### config.mk
export PLATFORM = sky130hd
export DESIGN_NAME = fun_param
export DESIGN_NICKNAME = d
export VERILOG_FILES = /design/src/rtl/fun_param.sv
export SDC_FILE = /design/constraint.sdc
export NUM_CORES = 1
export LEC_CHECK = 0
export BUFFER_PORTS_ARGS = -buffer_cell sky130_fd_sc_hd__buf_2
export CAP_MARGIN = 5
export CORE_ASPECT_RATIO = 1.1
export CORE_UTILIZATION = 45
export CTS_CLUSTER_SIZE = 30
export DETAILED_ROUTE_END_ITERATION = 12
export SETUP_SLACK_MARGIN = 0.15
export SYNTH_ARGS = -nofsm -noshare
export SYNTH_HDL_FRONTEND = slang
export SYNTH_SLANG_ARGS = --single-unit
### constraint.sdc
create_clock -name clk_i -period 9.44 [get_ports clk_i]
set_input_delay 1.416 -clock clk_i [delete_from_list [all_inputs] [get_ports clk_i]]
set_output_delay 1.416 -clock clk_i [all_outputs]
set_load 0.01 [all_outputs]
### src/rtl/fun_param.sv
// fun_param: iterative y = floor(sqrt(a + floor(cbrt(b)))) with sqrt-only and cbrt-only modes,
// using digit-by-digit cube root (3 bits per two cycles) and square root (2 bits per cycle).
module fun_param #(
    parameter int WIDTH      = 8,
    parameter int CBRT_STEPS = (WIDTH + 2) / 3,
    parameter int SQRT_STEPS = (WIDTH + 2) / 2
) (
    input  logic             clk_i,
    input  logic             rst_i,
    input  logic             start_i,
    input  logic [1:0]       mode_bi,
    input  logic [WIDTH-1:0] a_bi,
    input  logic [WIDTH-1:0] b_bi,
    output logic             busy_o,
    output logic             done_o,
    output logic [WIDTH-1:0] y_bo
);
    // Wide enough that (3r(r+1)+1) << s never truncates for any legal WIDTH.
    localparam int TW = 3 * CBRT_STEPS + 3;
    localparam int SW = 2 * SQRT_STEPS;

    typedef enum logic [2:0] {IDLE, CBRT_MUL, CBRT_CMP, SQRT_STEP, DONE} state_t;

    state_t           state;
    logic [1:0]       mode;
    logic [WIDTH-1:0] a_q;
    logic [WIDTH-1:0] c_rem;
    logic [WIDTH-1:0] c_root;
    logic [TW-1:0]    t;
    logic [SW-1:0]    s_rem;
    logic [SW-1:0]    s_root;
    logic [5:0]       cnt;

    logic [TW-1:0]    r2;
    logic [TW-1:0]    t_next;
    logic             c_ge;
    logic [WIDTH-1:0] root_next;
    logic [WIDTH:0]   rad;
    logic [SW-1:0]    one;
    logic [SW-1:0]    trial;
    logic             s_ge;
    logic [SW-1:0]    s_rem_next;
    logic [SW-1:0]    s_root_next;

    always_comb begin
        r2          = TW'(c_root) << 1;
        t_next      = (TW'(3) * r2 * (r2 + TW'(1)) + TW'(1)) << (3 * cnt);
        c_ge        = TW'(c_rem) >= t;
        root_next   = c_ge ? c_root + WIDTH'(1) : c_root;
        rad         = {1'b0, a_q} + (WIDTH + 1)'(root_next);
        one         = SW'(1) << (2 * cnt);
        trial       = s_root + one;
        s_ge        = s_rem >= trial;
        s_rem_next  = s_ge ? s_rem - trial : s_rem;
        s_root_next = s_ge ? (s_root >> 1) + one : s_root >> 1;
    end

    always_ff @(posedge clk_i or posedge rst_i) begin
        if (rst_i) begin
            state  <= IDLE;
            mode   <= '0;
            a_q    <= '0;
            c_rem  <= '0;
            c_root <= '0;
            t      <= '0;
            s_rem  <= '0;
            s_root <= '0;
            cnt    <= '0;
            busy_o <= 1'b0;
            done_o <= 1'b0;
            y_bo   <= '0;
        end else begin
            case (state)
                IDLE: begin
                    done_o <= 1'b0;
                    if (start_i) begin
                        a_q    <= a_bi;
                        mode   <= mode_bi;
                        busy_o <= 1'b1;
                        c_rem  <= b_bi;
                        c_root <= '0;
                        s_rem  <= SW'(a_bi);
                        s_root <= '0;
                        cnt    <= (mode_bi == 2'b01) ? 6'(SQRT_STEPS - 1) : 6'(CBRT_STEPS - 1);
                        state  <= (mode_bi == 2'b01) ? SQRT_STEP : CBRT_MUL;
                    end
                end
                CBRT_MUL: begin
                    c_root <= r2[WIDTH-1:0];
                    t      <= t_next;
                    state  <= CBRT_CMP;
                end
                CBRT_CMP: begin
                    if (c_ge) c_rem <= c_rem - t[WIDTH-1:0];
                    c_root <= root_next;
                    if (cnt != 6'd0) begin
                        cnt   <= cnt - 6'd1;
                        state <= CBRT_MUL;
                    end else if (mode == 2'b10) begin
                        y_bo   <= root_next;
                        done_o <= 1'b1;
                        state  <= DONE;
                    end else begin
                        s_rem  <= SW'(rad);
                        s_root <= '0;
                        cnt    <= 6'(SQRT_STEPS - 1);
                        state  <= SQRT_STEP;
                    end
                end
                SQRT_STEP: begin
                    s_rem  <= s_rem_next;
                    s_root <= s_root_next;
                    if (cnt != 6'd0) begin
                        cnt <= cnt - 6'd1;
                    end else begin
                        y_bo   <= s_root_next[WIDTH-1:0];
                        done_o <= 1'b1;
                        state  <= DONE;
                    end
                end
                DONE: begin
                    done_o <= 1'b0;
                    busy_o <= 1'b0;
                    state  <= IDLE;
                end
                default: state <= IDLE;
            endcase
        end
    end
endmodule

-- After elaboration in Yosys (flattened, before gate mapping)
Index checks and enable logic that the tools add are counted.
- flip-flop bits (word level): 77
- add/subtract/negate cells: 9
- multiply operators: 3
- magnitude comparators: 2
- eq/ne operators: 15
- shift-type cells: 2
- mux-type cells: 38
- reduce and logical (&&, ||, !) cells: 19
- operators with widths (operator ; count):
    2-to-1 mux 10 bit ; 8
    one-hot mux 10 bit (3 select lines) ; 2
    2-to-1 mux 8 bit ; 7
    one-hot mux 8 bit (2 select lines) ; 2
    2-to-1 mux 6 bit ; 4
    one-hot mux 8 bit (3 select lines) ; 1
    one-hot mux 6 bit (3 select lines) ; 1
    != test 2 bit (second input constant) ; 8
    AND reduction 4 bit ; 4
    2-to-1 mux 3 bit ; 5
    adder 12 x 1 -> 12 bit (second input constant) ; 1
    >= comparator 8 x 12 -> 1 bit ; 1
    one-hot mux 3 bit (4 select lines) ; 1
    left shift 12 x 8 -> 12 bit ; 1
    multiplier 10 x 10 -> 11 bit ; 1
    adder 10 bit ; 1
    adder 9 x 1 -> 10 bit (second input constant) ; 1
    adder 9 x 10 -> 10 bit ; 1
    >= comparator 10 bit ; 1
    multiplier 2 x 8 -> 10 bit (first input constant) ; 1
    left shift 1 x 7 -> 10 bit (first input constant) ; 1
    subtractor 10 bit ; 1
    adder 8 x 8 -> 9 bit ; 1
    nonzero test 3 bit ; 3
    21 further kinds ; 30

-- Longest topological paths before layout
Gate-level depths: netlist of the first run.
- depth after elaboration: 6
- mapped depth: 28

-- Least setup slack after synthesis of the first run
No wires, ideal clock.
- path type: reg-to-reg
- start point: register c_root[1]
- end point: register t[11]
- setup time: 0.132 ns
- arrival time: 6.526 ns
- slack: 2.782 ns
- stages on the path, launching flop included: 27
- buffers on the path: 1
- clock period less this slack: 6.658 ns
- cell sequence: dfrtp_1 -> clkbuf_1 -> inv_1 -> fa_1 -> nor2b_1 -> o31ai_1 -> xnor2_1 -> nand2_1 -> fa_1 -> inv_1 -> fa_1 -> inv_1 -> fa_1 -> inv_1 -> fa_1 -> inv_1 -> fa_1 -> inv_1 -> ha_1 -> or3_1 -> nor3_1 -> or3_1 -> xnor3_1 -> xnor3_1 -> xnor2_1 -> a21oi_1 -> a211oi_2
- longest elaborated chain between the ends: 4
- elaborated cells on any way between the ends: 5
- ends and longest elaborated chain (element ; line ; source):
    from (decl) ; 28 ; logic [WIDTH-1:0] c_root;
    from (signal assigned) ; 89 ; c_root <= r2[WIDTH-1:0];
    from (signal assigned) ; 95 ; c_root <= root_next;
    multiplier 2 x 8 -> 10 bit / adder 9 x 1 -> 10 bit (equally long branches) ; 47 ; t_next = (TW'(3) * r2 * (r2 + TW'(1)) + TW'(1)) << (3 * cnt);
    multiplier 10 x 10 -> 11 bit (*) ; 47 ;
    adder 12 x 1 -> 12 bit (*) ; 47 ;
    left shift 12 x 8 -> 12 bit (*) ; 47 ;
    to (signal assigned) ; 90 ; t <= t_next;
    to (decl) ; 29 ; logic [TW-1:0] t;
Mark *: on every way between the ends. The rest lies on a longest branch, timed or not.
A chain may end at the register's enable or synchronous reset.

-- Worst setup path after layout of the first run
- start point: register c_root[0]
- end point: register t[11]
Same word-level chain as after synthesis.

==> results of run 1 <==
## metal layers
metal  global-route usage  up-vias
met5                    0        -
met2               0.3725      111
met3              0.02855       22
met4              0.07419        0
met1               0.2969     2966
li1                     -     3140
## kinds of logic after synthesis
family	Yosys count	share of synthesized area
flops	77	0.2515
buf+inv	128	0.06401
fa+ha+maj	120	0.2273
xor+xnor	66	0.08099
simple gates	258	0.1545
compound gates	240	0.1942
mux	20	0.02760
## registers in the layout, indices dropped and copies added, names as in the netlist
signal,flops
a_q,8
busy_o,1
c_rem,8
c_root,8
cnt,6
done_o,1
mode,2
s_rem,10
s_root,10
state,3
t,12
y_bo,8
## cells in the final DEF, fill, tap and decap left out, types with 16 or more instances in the layout
cell type and n:
nor3_1 16, dfrtp_1 77, ha_1 88, a21oi_1 67, nand2_1 110, xor2_1 20
xnor2_1 42, buf_2 30, a21o_1 21, nor2_1 53, o21ai_0 61, fa_1 32
nor2b_1 22, inv_1 89
## metrics by stage
stage / util / instance area [µm²] / instances / hold WS (ps)
finish: 0.5006 / 8257 / 1127 / 491.0
global route: 0.5006 / 8257 / 1127 / 524.2
CTS: 0.5006 / 8257 / 1127 / 495.3
detailed placement: 0.4832 / 7969 / 1111 / 474.6
global placement: 0.4832 / 7969 / 1111 / 467.1
floorplan: - / 7662 / 909 / 442.8
## critical path, stage by stage, from the launching register on
cell and delay [ps]:
dfrtp_1 880, ha_1 420, inv_1 90, fa_1 430, nor2b_1 180, o31ai_1 90
xnor2_1 480, nand2_1 160, fa_1 560, inv_1 50, fa_1 490, inv_1 50
fa_1 470, inv_1 50, fa_1 530, inv_1 50, fa_1 530, inv_1 40
ha_1 210, or3_1 340, nor3_1 130, or3_1 160, xnor3_1 380, xnor3_1 370
xnor2_1 160, a21oi_1 90, a211oi_2 140
## final timing paths
check                       endpoint  cells past startpoint
max                            t[11]                     26
min                          y_bo[6]                      2
max reg2reg                    t[11]                     26
min reg2reg                  y_bo[6]                      2
max in group asynchronous  c_root[7]                      3
min in group asynchronous     cnt[3]                      3
## layout make-up
type                    instances  share of cell area
clock inverters                 6            0.005910
flip-flops and latches         77              0.2334
multi-input cells             704              0.6366
inverters                      91             0.04152
clock buffers                  10             0.02894
repair buffers                 35             0.02273
well taps                     204             0.03091
==> reports/results.tsv, run 1 <==
stage	metric	value	unit
detailed_routing	vias	6239	
worst_setup_path	critical path capture point type	register	
outcome	status	finished clean	
synthesis	sequential-to-total area share from yosys stat	0.2515	
sta	post-route setup TNS	0	ps
clock_tree	clk_lat worst skew	350	ps
detailed_routing	M1 WL	8570	µm
placement	GP Congestion	0.8809	
clock_tree	CTS Buf Count	9	
clock_tree	post-CTS sizing	0	
sta	Final Skew	10.69	ps
synthesis	syn_nets	1050	
worst_setup_path	crit-path max FO	28	
worst_setup_path	element type at the critical path start	register	
sta	min cycle time layout	7640	ps
sta	Fmax achieved	130.9	MHz
synthesis	Synth area leader	dfrtp_1	
detailed_routing	DRC viols	0	
worst_setup_path	CP Class	register to register	
synthesis	Synthesis Warnings	0	
synthesis	Area contributors post-synth	dfrtp_1 25%, ha_1 14%, fa_1 8.4%	
floorplan	Initial Util	0.4646	
synthesis	Yosys top cell area share	0.2515	
detailed_routing	Wirelength per Cell	16.32	µm
sta	final hold vios	0	
finish	Multi-input gate area	0.005256	mm²
floorplan	die width	126.4	µm
floorplan	# IOs	31	
finish	layout cells sized above 1	0.08451	
sta	Worst slew margin	0.3119	
worst_setup_path	CP startpoint	c_root[0]	
placement	DP Worst Slack	1819	ps
detailed_routing	post-route ant nets	0	
grt	vias in the first global route	6236	
grt	largest net degree at the start of global routing	78	
detailed_routing	met3 wire len	650	µm
detailed_routing	Pre-Repair DR Iteration Count	5	
finish	Final nets	1059	
worst_setup_path	r2r setup slk	1800	ps
clock_tree	H-tree Lvls	3	
synthesis	Mapped Cells	909	
synthesis	EDFF count, synth	0	
sta	Setup-failing EPs final	0	
grt	antenna violations before repair	0	
detailed_routing	uppermost layer routed	met4	
clock_tree	CTS tree	done	
worst_setup_path	r2r startpoint	c_root[0]	
floorplan	Die ar.	0.01755	mm²
worst_hold_path	hold_sp	y_bo[6]	
synthesis	Synth Flop Type	dfrtp_1	
detailed_routing	initial DRC count	361	
synthesis	Post-synth top cells	110 x nand2_1, 90 x inv_1, 88 x ha_1	
sta	RSZ-0062 raised after global routing	false	
worst_setup_path	worst path required time	9710	ps
synthesis	Synth Register Bits	77	
floorplan	Core Region	0.01649	mm²
grt	first-pass GRT wire length	30950	µm
sta	final number of max-transition violations	0	
placement	Post-DP HPWL	14180	µm
detailed_routing	met2 wire length	8831	µm
clock_tree	Clk pin slew, worst setup/hold paths	60	ps
clock_tree	Setup Fix Bufs, Post-CTS	0	
sta	Least-Margin Pin Slew	1030	ps
floorplan	number of placement rows	49	
clock_tree	clock buffer depth	2	
finish	register area	0.001927	mm²
clock_tree	# hold bufs at CTS	0	
worst_setup_path	crit path DAT	7910	ps
floorplan	die height	138.9	µm
sta	worst setup margin	1800	ps
job	max-cap violation count	0	
sta	Tcrit/Tclk final	0.8093	
worst_hold_path	Min-Delay Path Class	register to register	
synthesis	Synth cell types	62	
finish	fillers	1609	
synthesis	Cell Area, Synth	0.007662	mm²
detailed_routing	Via density	5.536	
grt	GRT Residual Overflow	0	
synthesis	most common cell in the netlist	nand2_1	
clock_tree	Clock Tree Root	clkbuf_16	
placement	PortBufs	30	
finish	antenna diode count	0	
detailed_routing	WL final	18400	µm
clock_tree	CTS Sinks	77	
synthesis	Synth Area per Inst	8.429	µm²
synthesis	ys async rst share	1.000	
grt	Tot GR Track Use	0.2226	
finish	Layout area overhead	7.756	%
Power of run 1 is left out: the tool's default activity adds up to more than one toggle a clock period on the data nets, which glitch-free logic cannot reach.
==> inputs of run 2 (changes only) <==
ABC_AREA = 1   (was unset)
clock period = 7.2 ns   (was 9.44 ns; I/O delays follow)
==> run 2 against run 1 <==
  * Clock skew hardly changed
  * First-iteration DRC count is 3.6% higher
  * Maximum frequency is 20% higher
  * Wire length is 7.0% higher
  * Critical path depth is 8 higher
  * Synthesized cell count is 21% higher
  * Non-clock buffer count stayed put
  * Count of clock-buffer cells in the layout stayed put
  * Largest cell class unchanged
  * Highest routed layer unchanged
==> reports/results.tsv, run 2 <==
stage	metric	value	unit	change
outcome	status	finished clean		unchanged
sta	RSZ-0062 raised after global routing	false		unchanged
worst_setup_path	worst path required time	7500	ps	was 9710 ps
sta	worst setup margin	834.5	ps	was 1800 ps
power_and_ir_drop	sw frac	0.5508		
power_and_ir_drop	VDD IR-drop max	0.2309	mV	
floorplan	# IOs	31		unchanged
finish	Final nets	1265		was 1059
clock_tree	Clock Tree Root	clkbuf_16		unchanged
placement	GP Congestion	0.8414		was 0.8809
sta	post-route setup TNS	0	ps	unchanged
worst_setup_path	cell mode on critical path	inv_1		
clock_tree	clock buffer depth	2		unchanged
worst_setup_path	Buffers & Inverters on Critical Path	9		was 6
sta	min cycle time layout	6366	ps	was 7640 ps
power_and_ir_drop	combinational share of power	0.721		
worst_setup_path	number of cells on the critical path	34		was 26
detailed_routing	Pre-Repair DR Iteration Count	5		unchanged
sta	Least-Margin Pin Slew	761.8	ps	was 1030 ps
floorplan	Initial Util	0.4647		was 0.4646
floorplan	die width	129.1	µm	was 126.4 µm
floorplan	die height	141.8	µm	was 138.9 µm
grt	GRT Residual Overflow	0		unchanged
detailed_routing	WL final	19690	µm	was 18400 µm
clock_tree	post-CTS sizing	0		unchanged
floorplan	Die ar.	0.01831	mm²	was 0.01755 mm²
finish	most common cell after layout, fill and taps aside	nand2_1		unchanged
synthesis	ys async rst share	1.000		unchanged
synthesis	Synth Register Bits	77		unchanged
worst_setup_path	crit path DAT	6660	ps	was 7910 ps
clock_tree	CTS Sinks	77		unchanged
finish	max reg flops	12		unchanged
detailed_routing	post-route ant nets	0		unchanged
finish	Final Cell Area	0.008657	mm²	was 0.008257 mm²
clock_tree	H-tree Lvls	3		unchanged
sta	Setup-failing EPs final	0		unchanged
synthesis	Mapped Cells	1102		was 909
clock_tree	Clk pin slew, worst setup/hold paths	70	ps	was 60 ps
worst_setup_path	Top delay family on crit path	adder cells		unchanged
sta	Fmax achieved	157.1	MHz	was 130.9 MHz
finish	Final Core Density	0.5032		was 0.5006
clock_tree	Setup Fix Bufs, Post-CTS	0		unchanged
detailed_routing	initial DRC count	374		was 361
power_and_ir_drop	PD cells	511.4	mW/mm²	
synthesis	Synth Area per Inst	7.255	µm²	was 8.429 µm²
sta	Final Skew	10.35	ps	was 10.69 ps
clock_tree	clk_lat worst skew	360	ps	was 350 ps
placement	Post-DP HPWL	15590	µm	was 14180 µm
finish	Layout area overhead	8.279	%	was 7.756%
synthesis	Area contributors post-synth	dfrtp_1 24%, ha_1 14%, nand2_1 13%		was dfrtp_1 25%, ha_1 14%, fa_1 8.4%
worst_setup_path	CP Class	register to register		unchanged
detailed_routing	Via density	5.087		was 5.536
detailed_routing	Wirelength per Cell	14.44	µm	was 16.32 µm
power_and_ir_drop	Net Sw Power	2.439	mW	
finish	most frequent cells in the layout	280 x nand2_1, 181 x inv_1, 88 x ha_1		was 110 x nand2_1, 89 x inv_1, 88 x ha_1
worst_setup_path	R2R cell count	34		was 26
sta	final hold vios	0		unchanged
synthesis	syn_nets	1243		was 1050
worst_setup_path	Worst path slowest cell	fa_1		was dfrtp_1
synthesis	Cell Area, Synth	0.007995	mm²	was 0.007662 mm²
synthesis	Synth area leader	dfrtp_1		unchanged
finish	layout cells sized above 1	0.09655		was 0.08451
power_and_ir_drop	sequential power share	0.179		
placement	DP Worst Slack	679.6	ps	was 1819 ps
worst_hold_path	Hold Path Stages	1		was 2
clock_tree	# hold bufs at CTS	0		unchanged
finish	Biggest register	t		unchanged
job	max-cap violation count	0		unchanged
worst_setup_path	element type at the critical path start	register		unchanged
worst_setup_path	r2r setup slk	830	ps	was 1800 ps
synthesis	Post-synth top cells	280 x nand2_1, 182 x inv_1, 88 x ha_1		was 110 x nand2_1, 90 x inv_1, 88 x ha_1
worst_setup_path	critical path capture point type	register		unchanged
synthesis	Synth Flop Type	dfrtp_1		unchanged
power_and_ir_drop	Leak Pwr	4.548	nW	
clock_tree	CTS tree	done		unchanged
synthesis	Synth cell types	53		was 62
worst_setup_path	crit-path max cell delay	530	ps	was 880 ps
synthesis	EDFF count, synth	0		unchanged
finish	antenna diode count	0		unchanged
grt	Tot GR Track Use	0.2313		was 0.2226
clock_tree	CTS Buf Count	9		unchanged
synthesis	sequential-to-total area share from yosys stat	0.2410		was 0.2515
synthesis	most common cell in the netlist	nand2_1		unchanged
detailed_routing	vias	6934		was 6239
sta	final number of max-transition violations	0		unchanged
worst_setup_path	crit-path max FO	14		was 28
detailed_routing	DRC viols	0		unchanged
synthesis	Yosys top cell area share	0.2410		was 0.2515
grt	largest net degree at the start of global routing	58		was 78
grt	antenna violations before repair	0		unchanged
power_and_ir_drop	Pint	1.989	mW	
grt	vias in the first global route	6645		was 6236
sta	Worst slew margin	0.4921		was 0.3119
finish	largest registers	t: 12 flops, s_rem: 10 flops, s_root: 10 flops		unchanged
sta	Tcrit/Tclk final	0.8841		was 0.8093
floorplan	Core Region	0.01720	mm²	was 0.01649 mm²
floorplan	number of placement rows	50		was 49
placement	PortBufs	30		unchanged
placement	Area after DPL	0.008371	mm²	was 0.007969 mm²
power_and_ir_drop	Clk pwr share	0.100		
synthesis	Synthesis Warnings	0		unchanged
finish	fillers	1736		was 1609
worst_hold_path	Min-Delay Path Class	register to register		unchanged
grt	first-pass GRT wire length	32660	µm	was 30950 µm
-- run 2: cell types whose count changed after synthesis, sizes merged, moves of 14 or more --
cell | previous run | this run
xnor2 | 44 | 9
nand2 | 110 | 284
clkbuf | 33 | 15
nand3 | 13 | 69
nor2b | 22 | 0
a211oi | 14 | 0
a21o | 21 | 4
nor2 | 53 | 79
inv | 90 | 193
-- run 2: cell type report --
cell class                      instances  area [µm²]  area share
Timing Repair Buffer                   35       187.7     0.02168
Sequential cell                        77        1928      0.2227
Multi-Input combinational cell        808        5230      0.6041
Clock inverter                          6       46.29    0.005348
Inverter                              193       733.2     0.08469
Tap cell                              234       292.8     0.03382
Clock buffer                           10       239.0     0.02761
-- run 2: worst paths after layout --
path,startpoint,endpoint
min,s_rem[6],s_rem[6]
max in group asynchronous,rst_i,c_root[1]
max reg2reg,c_root[1],t[10]
min in group asynchronous,rst_i,t[11]
min reg2reg,s_rem[6],s_rem[6]
max,c_root[1],t[10]
-- run 2: power by group through the flow --
stage / clock [mW] / sequential, mW / combinational [mW]
after floorplan: 0 / 0.740 / 2.53
after global placement: 0 / 0.795 / 3.17
after detailed placement: 0 / 0.797 / 3.19
after CTS: 0.452 / 0.792 / 3.21
after global routing: 0.464 / 0.818 / 3.67
final: 0.443 / 0.793 / 3.19
-- run 2: per-stage QoR --
step / hold slack, ps / power (mW) / cells
3_5_place_dp: 476.0 / 3.990 / 1347
5_1_grt: 513.2 / 4.952 / 1363
3_3_place_gp: 464.2 / 3.962 / 1347
6_report: 488.9 / 4.428 / 1363
4_1_cts: 491.7 / 4.454 / 1363
2_1_floorplan: 453.7 / 3.268 / 1102
-- run 2: kinds of logic (layout without fill, tap and decap cells) --
family | after synthesis | count (layout) | share of synthesized area
xor gates and xnor gates | 31 | 31 | 0.03396
adders and majority gates | 120 | 120 | 0.2178
DFF | 77 | 77 | 0.2410
and+or+nand+nor | 458 | 458 | 0.2513
buffers and inverters | 217 | 244 | 0.1049
AOI/OAI and AO/OA | 194 | 194 | 0.1440
muxes | 5 | 5 | 0.007042
-- run 2: per-layer routing --
layer	GRT usage	wire, µm	vias up
li1	-	-	3610
met3	0.02715	474	22
met4	0.06563	302	0
met1	0.3103	9577	3217
met5	0	0	-
met2	0.3906	9333	85
Power figures use the tool's default switching activity.
